`src/rtl/fixed_enc_pkg.sv`:
```
// ---------------------------------------------------------------------------
// fixed_enc_pkg
// Shared definitions for the fixed-order encoder block sequencer.
//   state_t          : sequencer states, in the order a block walks through them
//   ORDER_W          : width of a predictor order / chooser result
//   NUM_ORDERS       : number of fixed-order encoders in the bank (orders 0..4)
//   DEFAULT_SAMPLE_W : default audio sample width
// ---------------------------------------------------------------------------
package fixed_enc_pkg;

  typedef enum logic [2:0] {
    IDLE,
    CLEAR,
    FEED,
    FLUSH,
    CAPTURE,
    HOLD
  } state_t;

  localparam int ORDER_W          = 3;
  localparam int NUM_ORDERS       = 5;
  localparam int DEFAULT_SAMPLE_W = 16;

endpackage

```
`src/rtl/fixed_block_counter.sv`:
```
// ---------------------------------------------------------------------------
// fixed_block_counter
// Count-to-limit counter with clear, increment and a done flag. The count
// saturates at LIMIT, so it never wraps within one block.
//   clk     : clock, rising edge
//   rst_n   : synchronous active-low reset
//   clear_i : synchronous clear to zero (wins over incr_i)
//   incr_i  : advance the count by one
//   done_o  : high in the cycle whose increment brings the count to LIMIT
// ---------------------------------------------------------------------------
module fixed_block_counter
  import fixed_enc_pkg::*;
#(
  parameter int WIDTH = 13,
  parameter int LIMIT = 4096
) (
  input  logic clk,
  input  logic rst_n,
  input  logic clear_i,
  input  logic incr_i,
  output logic done_o
);

  logic [WIDTH-1:0] count_q;
  logic [WIDTH-1:0] count_d;

  // Next count: clear first, otherwise step towards LIMIT and stop there.
  always_comb begin
    count_d = count_q;
    if (clear_i) begin
      count_d = '0;
    end else if (incr_i && (count_q != WIDTH'(LIMIT))) begin
      count_d = count_q + WIDTH'(1);
    end
  end

  // done looks one step ahead so the caller can change state on the very
  // edge that performs the final increment.
  assign done_o = incr_i && (count_q == WIDTH'(LIMIT - 1));

  // Count register.
  always_ff @(posedge clk) begin
    if (!rst_n) begin
      count_q <= '0;
    end else begin
      count_q <= count_d;
    end
  end

endmodule

```
`src/rtl/fixed_block_sequencer.sv`:
```
// ---------------------------------------------------------------------------
// fixed_block_sequencer
// Sequences the fixed-order encoder bank and best-order chooser over blocks
// of BLOCK_SIZE samples: clear the bank, feed the block, flush the pipeline,
// capture the winning order and hold it until the consumer takes it.
//   iClock       : clock, rising edge
//   iReset       : synchronous active-low reset
//   iEnable      : run enable (pauses sample acceptance while feeding)
//   iSampleValid : upstream sample valid
//   iSample      : upstream signed sample
//   oSampleReady : sample accepted when iSampleValid && oSampleReady
//   oEncEnable   : enable to the encoders and chooser
//   oEncReset    : active-high clear to the encoders and chooser
//   oEncFlush    : pipeline flush marker, the chooser must not accumulate
//   oEncSample   : sample presented to the encoder bank
//   iBest        : chooser result
//   oBestValid   : block result valid
//   oBest        : captured best order
//   oBlockIndex  : index of the block the result belongs to (wraps)
//   iBestReady   : consumer takes the result
//   oBusy        : high whenever the sequencer is not idle
// ---------------------------------------------------------------------------
module fixed_block_sequencer
  import fixed_enc_pkg::*;
#(
  parameter int SAMPLE_W     = DEFAULT_SAMPLE_W,
  parameter int BLOCK_SIZE   = 4096,
  parameter int CNT_W        = 12,
  parameter int PIPE_LATENCY = 8
) (
  input  logic                       iClock,
  input  logic                       iReset,
  input  logic                       iEnable,
  input  logic                       iSampleValid,
  input  logic signed [SAMPLE_W-1:0] iSample,
  output logic                       oSampleReady,
  output logic                       oEncEnable,
  output logic                       oEncReset,
  output logic                       oEncFlush,
  output logic signed [SAMPLE_W-1:0] oEncSample,
  input  logic [ORDER_W-1:0]         iBest,
  output logic                       oBestValid,
  output logic [ORDER_W-1:0]         oBest,
  output logic [15:0]                oBlockIndex,
  input  logic                       iBestReady,
  output logic                       oBusy
);

  // One spare bit so the sample count can actually reach BLOCK_SIZE.
  localparam int SAMPLE_CNT_W = CNT_W + 1;
  localparam int FLUSH_CNT_W  = $clog2(PIPE_LATENCY + 1);

  state_t                       state_q, state_d;
  logic                         enc_en_q, enc_en_d;
  logic                         enc_reset_q, enc_reset_d;
  logic                         enc_flush_q, enc_flush_d;
  logic signed [SAMPLE_W-1:0]   enc_sample_q, enc_sample_d;
  logic                         best_valid_q, best_valid_d;
  logic [ORDER_W-1:0]           best_q, best_d;
  logic [15:0]                  block_idx_q, block_idx_d;

  logic sample_ready;
  logic transfer;
  logic sample_done;
  logic flush_done;

  // Ready must follow iEnable within the same cycle, so it is the one output
  // decoded directly from the state register rather than pipelined.
  assign sample_ready = (state_q == FEED) && iEnable;
  assign transfer     = sample_ready && iSampleValid;

  fixed_block_counter #(
    .WIDTH (SAMPLE_CNT_W),
    .LIMIT (BLOCK_SIZE)
  ) u_sample_counter (
    .clk     (iClock),
    .rst_n   (iReset),
    .clear_i (state_q == CLEAR),
    .incr_i  (transfer),
    .done_o  (sample_done)
  );

  // Held clear outside FLUSH, so every flush starts counting from zero.
  fixed_block_counter #(
    .WIDTH (FLUSH_CNT_W),
    .LIMIT (PIPE_LATENCY)
  ) u_flush_counter (
    .clk     (iClock),
    .rst_n   (iReset),
    .clear_i (state_q != FLUSH),
    .incr_i  (state_q == FLUSH),
    .done_o  (flush_done)
  );

  // Next-state and next-output decode. The encoder-side outputs are
  // registered, so enable, sample, reset and flush all reach the bank one
  // cycle after the decision and stay aligned with each other; the last
  // sample enable therefore never overlaps the first flush cycle.
  always_comb begin
    state_d      = state_q;
    enc_en_d     = 1'b0;
    enc_reset_d  = 1'b0;
    enc_flush_d  = 1'b0;
    enc_sample_d = enc_sample_q;
    best_valid_d = best_valid_q;
    best_d       = best_q;
    block_idx_d  = block_idx_q;

    case (state_q)
      IDLE: begin
        if (iEnable) begin
          state_d = CLEAR;
        end
      end

      CLEAR: begin
        enc_reset_d = 1'b1;
        state_d     = FEED;
      end

      FEED: begin
        if (transfer) begin
          enc_en_d     = 1'b1;
          enc_sample_d = iSample;
          if (sample_done) begin
            state_d = FLUSH;
          end
        end
      end

      FLUSH: begin
        enc_en_d     = 1'b1;
        enc_flush_d  = 1'b1;
        enc_sample_d = '0;
        if (flush_done) begin
          state_d = CAPTURE;
        end
      end

      CAPTURE: begin
        best_d       = iBest;
        best_valid_d = 1'b1;
        state_d      = HOLD;
      end

      HOLD: begin
        if (iBestReady) begin
          best_valid_d = 1'b0;
          block_idx_d  = block_idx_q + 16'd1;
          state_d      = iEnable ? CLEAR : IDLE;
        end
      end

      default: begin
        state_d = IDLE;
      end
    endcase
  end

  // State and output registers; reset discards any partial block.
  always_ff @(posedge iClock) begin
    if (!iReset) begin
      state_q      <= IDLE;
      enc_en_q     <= 1'b0;
      enc_reset_q  <= 1'b0;
      enc_flush_q  <= 1'b0;
      enc_sample_q <= '0;
      best_valid_q <= 1'b0;
      best_q       <= '0;
      block_idx_q  <= '0;
    end else begin
      state_q      <= state_d;
      enc_en_q     <= enc_en_d;
      enc_reset_q  <= enc_reset_d;
      enc_flush_q  <= enc_flush_d;
      enc_sample_q <= enc_sample_d;
      best_valid_q <= best_valid_d;
      best_q       <= best_d;
      block_idx_q  <= block_idx_d;
    end
  end

  assign oSampleReady = sample_ready;
  assign oEncEnable   = enc_en_q;
  assign oEncReset    = enc_reset_q;
  assign oEncFlush    = enc_flush_q;
  assign oEncSample   = enc_sample_q;
  assign oBestValid   = best_valid_q;
  assign oBest        = best_q;
  assign oBlockIndex  = block_idx_q;
  assign oBusy        = (state_q != IDLE);

endmodule

```
`config.mk`:
```
export PLATFORM = sky130hd
export DESIGN_NAME = fixed_block_sequencer
export DESIGN_NICKNAME = d
export VERILOG_FILES = /design/src/rtl/fixed_enc_pkg.sv /design/src/rtl/fixed_block_counter.sv /design/src/rtl/fixed_block_sequencer.sv
export SDC_FILE = /design/constraint.sdc
export NUM_CORES = 1
export LEC_CHECK = 0
export CORE_ASPECT_RATIO = 0.5
export CORE_UTILIZATION = 49
export DETAILED_ROUTE_END_ITERATION = 8
export GPL_TIMING_DRIVEN = 0
export PLACE_DENSITY = 0.89
export SYNTH_ARGS = -nofsm -noshare
export SYNTH_HDL_FRONTEND = slang
export SYNTH_HIERARCHICAL = 1
export SYNTH_SLANG_ARGS = --single-unit
```
`constraint.sdc`:
```
create_clock -name iClock -period 2.53 [get_ports iClock]
set_input_delay 0.506 -clock iClock [delete_from_list [all_inputs] [get_ports iClock]]
set_output_delay 0.506 -clock iClock [all_outputs]
set_load 0.02 [all_outputs]
```
==> summary.txt, run 1 <==
Status
  • Status: complete, no violations

Place
  • Port Buffer Count: 64
  • HPWL Detailed: 4825 um
  • Global placement routability congestion: 0.8606
  • Place WS: -0.5375 ns
  • Placed cells: 445

Pwr
  • Net Switching: 0.4465 mW
  • Internal power: 1.471 mW
  • Pwr/cell area: 526.4 nW/um^2
  • Sw Share: 23.29%
  • Static leakage: 1.336 nW
  • Maximum vdd ir drop: 0.3511 mV
  • Clock power share: 41.6%
  • Power share of the sequential group: 49.5%
  • Comb power frac: 8.9%

Timing
  • TNS Setup: 0 ns
  • Rel. slew slack: 66.73%
  • Fin crit share: 98.36%
  • Final hold vios: 0
  • Fmax: 401.8 MHz
  • Clock skew: 0.005716 ns
  • Final hold slack: 0.4560 ns
  • Worst-Margin Slew: 0.4980 ns
  • Max-slew violations: 0
  • PnR worst setup slack: 0.04147 ns
  • Tmin final: 2.489 ns
  • Setup-failing EPs final: 0

Worst setup path
  • Crit path from: iEnable
  • CP Capture Type: primary output
  • Crit-path max FO: 3
  • Crit Path Category: primary input to primary output
  • Reg-to-Reg Start: state_q[2]
  • Critical-path cell list: clkdlybuf4s50_1, nor2b_4, and2_1, clkdlybuf4s50_1
  • Worst Path Buf+Inv: 2
  • Critical Path RT: 2.02 ns
  • CP max stage cell: clkdlybuf4s50_1
  • Cell mode on critical path: clkdlybuf4s50_1
  • Crit path DAT: 1.98 ns
  • Critical path's largest stage delay: 0.60 ns
  • CP top delay family: buffers and inverters
  • Startpoint Class: primary input

Synth
  • Cell Area, Synth: 2700 um^2
  • Yosys cell types: 45
  • Post-synthesis async set-or-reset flop share: 0%
  • Flops & latches, synth: 59
  • Post-synth EDFFs: 0
  • Synthesized net count: 340
  • Mean Syn Cell Area: 8.682 um^2
  • Ys flop type: dfxtp_1
  • Gate Count Post-Synth: 311
  • Area share of the largest cell type after synthesis: 43.74%
  • Register area share after synthesis: 43.74%
  • Top post-synthesis cells by area: dfxtp_1, nand2_1, a21oi_1
  • Syn. warnings: 6
  • Post-synth top area cell: dfxtp_1

Floorplan
  • Core area: 5112 um^2
  • Die area: 5829 um^2
  • Die width: 107.0 um
  • Std-Cell Rows: 18
  • Ports: 65
  • Starting Density: 52.81%
  • Die height: 54.49 um

Clock tree
  • H-tree levels: 3
  • CTS tree: done
  • Hold-fix buffers, CTS: 0
  • Clk sinks: 59
  • CTS Buf Count: 9
  • Clock transition at path regs: 0.07 ns
  • Clk root buf: clkbuf_8
  • Clk Latency, worst-skew pair: 0.33 ns
  • Max Root-Sink Buffers: 2

Hold path
  • Hold WC Path Type: flop to flop
  • Worst Hold Launch: oEncSample[8]

Drt
  • Via count: 2,567
  • ANT nets after route: 0
  • Via-to-Cell Ratio: 5.605
  • Drt pass-1 iters: 5
  • 1st-iter DRT viols: 141
  • DRC errors left: 0
  • WL final: 6850 um
  • Routed wire per std cell: 14.96 um

Layout
  • Share of layout cells above drive strength 1: 8.505%
  • Post-route core utilization: 71.24%
  • Most common cell after layout, fill and taps aside: clkdlybuf4s50_1
  • Fin cells: 458
  • Fin nets: 414
  • Layout area overhead: 34.89%
  • # diodes: 0
  • Commonest non-fill, non-tap cells in the layout: clkdlybuf4s50_1, nand2_1, dfxtp_1, a21oi_1, nor2_1

Global routing
  • Antenna violations before repair: 0
  • Global route total overflow: 0
  • Total GRT Usage: 25.49%
  • Vias in the first global route: 2,415
  • Largest net degree at the start of global routing: 19
  • First-pass GRT wire length: 11,220 um

Job
  • Max Cap Violations: 0
==> cell families (layout without fill, tap and decap cells) <==
kind of cell / count (synthesis) / after routing / share of synthesized area (%)
xor gates and xnor gates: 12 / 12 / 3.892
DFF: 59 / 59 / 43.74
and+or+nand+nor: 153 / 153 / 31.19
adders and majority gates: 5 / 5 / 2.317
AOI/OAI and AO/OA: 45 / 45 / 9.778
buffers and inverters: 24 / 101 / 4.263
muxes: 13 / 13 / 4.819
==> worst paths after layout <==
| path | end | slack (ns) | depth (start not counted) |
|---|---|---|---|
| worst max-delay path | oSampleReady | 0.04 | 4 |
| worst min-delay path | oEncSample[8] | 0.46 | 2 |
| worst max register to register | state_q[0] | 0.20 | 11 |
| worst min register to register | oEncSample[8] | 0.46 | 2 |
==> per-stage QoR <==
stage | area, um^2 | power, mW
floorplan | 2700 | 1.049
global placement | 3428 | 1.123
detailed placement | 3428 | 1.129
CTS | 3630 | 1.931
global route | 3642 | 1.994
finish | 3642 | 1.917
==> worst min-delay path: cells and delay by family, from the launching register on <==
family           cells  cell delay (ns)
flip-flops           1             0.31
AO/OA/AOI/OAI        1             0.05
AND/OR/NAND/NOR      1             0.05
==> per-layer routing <==
metal / vias to the layer above / track usage [%] / routed length [um]
li1: 1226 / - / -
met1: 1228 / 27.41 / 2706
met2: 92 / 47.10 / 3573
met3: 21 / 9.048 / 371
met4: 0 / 11.64 / 197
met5: - / 0 / 0
==> layout make-up <==
cell class | count | area, um^2
fill | 374 | 1470
multi-input combinational | 228 | 1426
sequential | 59 | 1181
timing repair buffer | 64 | 640.6
clock buffer | 13 | 178.9
tap | 70 | 87.58
buffer | 11 | 70.07
inverter | 12 | 50.05
clock inverter | 1 | 7.507
==> sequential cells by signal, summed over array words and instances, names as in the netlist <==
signal,cells
oBestValid,1
oEncFlush,1
oBest,3
oBlockIndex,16
u_sample_counter/count_q,13
oEncEnable,1
state_q,3
oEncSample,16
oEncReset,1
u_flush_counter/count_q,4
==> power groups by stage <==
stage / Clock (mW) / Sequential [mW] / Combinational [mW]
CTS: 0.815 / 0.949 / 0.167
global placement: 0 / 0.968 / 0.155
floorplan: 0 / 0.976 / 0.0738
global route: 0.859 / 0.950 / 0.184
detailed placement: 0 / 0.969 / 0.161
finish: 0.798 / 0.949 / 0.170
==> synthesized netlist by cell type (all sizes together) (2+ instances only) <==
library cell   n
a21oi         27
a31oi          2
and2           2
and3           4
and4           2
buf            8
clkbuf         4
clkinv         2
dfxtp         59
ha             5
inv           10
mux2i         13
nand2         62
nand2b        12
nand3          8
nand4         11
nor2          21
nor2b          4
nor3           3
nor4           9
nor4b          2
o21ai          7
o311ai         2
o41ai          2
or3            6
xnor2          6
xor2           6
==> repair_timing <==
item | 4_1_cts | 5_1_grt
setup buffers | 0 | 0
endpoints found under the hold margin | 0 | 0
endpoints found under the setup margin | 2 | 2
resized for setup | 5 | 5
Power figures use the tool's default switching activity.
==> inputs of run 2 (changes only) <==
- CORE_UTILIZATION: 49 -> 50
- PLACE_DENSITY: 0.89 -> 0.9
- clock period: 2.53 -> 2.87 ns (I/O delays scaled with it)
==> run 2 against run 1 <==
Global-route usage down 0.83 points. Power down 6.5%. Wire length up 4.3%. Hold slack better by 0.0012 ns. Sequential share of layout area down 0.43 points. Highest routed layer unchanged. Largest power group unchanged. Critical path type is now primary input to flop. Sequential power down 12%. Register-to-register slack better by 0.09 ns.
==> summary.txt, run 2 (same netlist as run 1, synthesis figures left out) <==
Layout
  • Post-route cell area: 3691 um^2 (was 3642 um^2)
  • Layout area overhead: 36.70% (was 34.89%)
  • Multi-input gate area: 1420 um^2 (was 1426 um^2)
  • # diodes: 0 (unchanged)
  • Fin nets: 419 (was 414)
  • Commonest non-fill, non-tap cells in the layout: clkdlybuf4s50_1, nand2_1, dfxtp_1, a21oi_1, nor2_1 (unchanged)
  • Most common cell after layout, fill and taps aside: clkdlybuf4s50_1 (unchanged)
  • FILL cells: 351 (was 374)
  • Post-route core utilization: 72.84% (was 71.24%)
  • Share of layout cells above drive strength 1: 9.137% (was 8.505%)
  • Reg area: 1181 um^2 (unchanged)

Worst setup path
  • Critical-path cell list: clkdlybuf4s50_1, nor2b_4, nand3_4, clkinvlp_4, buf_4, buf_2, nand2b_1, nor4_1, a31oi_1, a21oi_1, nor2_1, a2111oi_1 (was clkdlybuf4s50_1, nor2b_4, and2_1, clkdlybuf4s50_1)
  • Crit-path max FO: 10 (was 3)
  • Startpoint Class: primary input (unchanged)
  • Crit Path Category: primary input to flop (was primary input to primary output)
  • Critical path's largest stage delay: 0.51 ns (was 0.60 ns)
  • Critical Path RT: 3.09 ns (was 2.02 ns)
  • CP Capture Type: flop (was primary output)
  • Crit path DAT: 2.92 ns (was 1.98 ns)
  • CP max stage cell: clkdlybuf4s50_1 (unchanged)

Drt
  • ANT nets after route: 0 (unchanged)
  • Via count: 2,563 (was 2,567)
  • Drt pass-1 iters: 4 (was 5)
  • 1st-iter DRT viols: 107 (was 141)
  • WL final: 7146 um (was 6850 um)
  • Via-to-Cell Ratio: 5.524 (was 5.605)
  • Routed wire per std cell: 15.40 um (was 14.96 um)
  • DRC errors left: 0 (unchanged)

Timing
  • Max-slew violations: 0 (unchanged)
  • Clock skew: 0.006281 ns (was 0.005716 ns)
  • Setup-failing EPs final: 0 (unchanged)
  • Worst-Margin Slew: 0.4449 ns (was 0.4980 ns)
  • Rel. slew slack: 70.06% (was 66.73%)
  • TNS Setup: 0 ns (unchanged)
  • Final hold vios: 0 (unchanged)
  • Fin crit share: 94.04%
  • Fmax: 370.5 MHz
  • PnR worst setup slack: 0.1710 ns (was 0.04147 ns)
  • Tmin final: 2.699 ns
  • Setup repair after global routing missed its margin: false

Global routing
  • Total GRT Usage: 24.66% (was 25.49%)
  • Largest net degree at the start of global routing: 11 (was 19)
  • Global route total overflow: 0 (unchanged)
  • Antenna violations before repair: 0 (unchanged)
  • First-pass GRT wire length: 10,700 um (was 11,220 um)
  • Vias in the first global route: 2,413 (was 2,415)

Floorplan
  • Starting Density: 53.28% (was 52.81%)
  • Die height: 53.96 um (was 54.49 um)
  • Ports: 65 (unchanged)
  • Die width: 105.9 um (was 107.0 um)
  • Std-Cell Rows: 18 (unchanged)
  • Core area: 5067 um^2 (was 5112 um^2)
  • Die area: 5716 um^2 (was 5829 um^2)

Place
  • Place WS: -0.2390 ns (was -0.5375 ns)
  • Port Buffer Count: 64 (unchanged)
  • Placed standard-cell area: 3428 um^2 (unchanged)
  • HPWL Detailed: 4678 um (was 4825 um)
  • Global placement routability congestion: 0.8706 (was 0.8606)

Clock tree
  • CTS Buf Count: 9 (unchanged)
  • Clk Latency, worst-skew pair: 0.34 ns (was 0.33 ns)
  • Max Root-Sink Buffers: 2 (unchanged)
  • Clk sinks: 59 (unchanged)
  • Clk root buf: clkbuf_8 (unchanged)
  • H-tree levels: 3 (unchanged)
  • CTS tree: done (unchanged)
  • Clock transition at path regs: 0.07 ns (about the same)

Pwr
  • Maximum vdd ir drop: 0.3035 mV (was 0.3511 mV)
  • Pwr/cell area: 485.8 nW/um^2 (was 526.4 nW/um^2)
  • Static leakage: 1.368 nW (was 1.336 nW)

Hold path
  • Hold WC Path Type: flop to flop (unchanged)

Status
  • Status: complete, no violations (unchanged)

Job
  • Max Cap Violations: 0 (unchanged)
run 2: changes by cell type in the layout (fill, tap and decap cells not counted), sizes merged:
cell    delta
clkbuf     +1
clkinv     -1
bufinv     +1
buf        +5
run 2: per-stage QoR:
| step | total power [mW] | hold slack (ns) | instances |
|---|---|---|---|
| final | 1.793 | 0.4571 | 464 |
| after global routing | 1.850 | 0.4865 | 464 |
| after CTS | 1.793 | 0.4578 | 460 |
| after detailed placement | 0.9958 | 0.4485 | 445 |
| after global placement | 0.9889 | 0.4426 | 445 |
| after floorplan | 0.9250 | 0.4458 | 311 |
run 2: area by class of cell:
type	count	share of cell area [%]
sequential	59	32.00
timing repair buffer	68	18.17
clock buffer	14	4.949
buffer	12	1.898
inverter	12	1.322
tap	70	2.373
clock inverter	1	0.8136
multi-input combinational	228	38.47
run 2: where the power goes:
group / internal [mW] / leakage [nW] / total, mW / switching [mW]
Combinational: 0.0715 / 0.783 / 0.153 / 0.0812
Sequential: 0.828 / 0.476 / 0.837 / 0.00826
Clock: 0.492 / 0.109 / 0.804 / 0.312
run 2: worst max-delay path, delay by kind of cell:
| kind | cells | cell delay [ns] |
|---|---|---|
| and+or+nand+nor | 5 | 0.75 |
| buffers and inverters | 4 | 1.09 |
| AOI/OAI and AO/OA | 3 | 0.51 |
run 2: final timing paths:
check / startpoint / to / slack, ns / cells past startpoint
worst max register to register: state_q[2] / state_q[0] / 0.29 / 12
worst min-delay path: oEncSample[6] / oEncSample[6] / 0.46 / 2
worst max-delay path: iEnable / state_q[0] / 0.17 / 12
worst min register to register: oEncSample[6] / oEncSample[6] / 0.46 / 2
run 2: what timing repair did:
item / in CTS / in global routing
setup buffers: 0 / 4
hold buffers: 0 / 0
setup endpoints to repair: 0 / 1
resized for setup: 0 / 5
run 2: layer usage:
metal	vias up	wire (um)	track usage, %
li1	1240	-	-
met1	1218	2919	25.28
met2	86	3761	48.15
met5	-	0	0
met4	0	111	9.491
met3	19	353	8.838
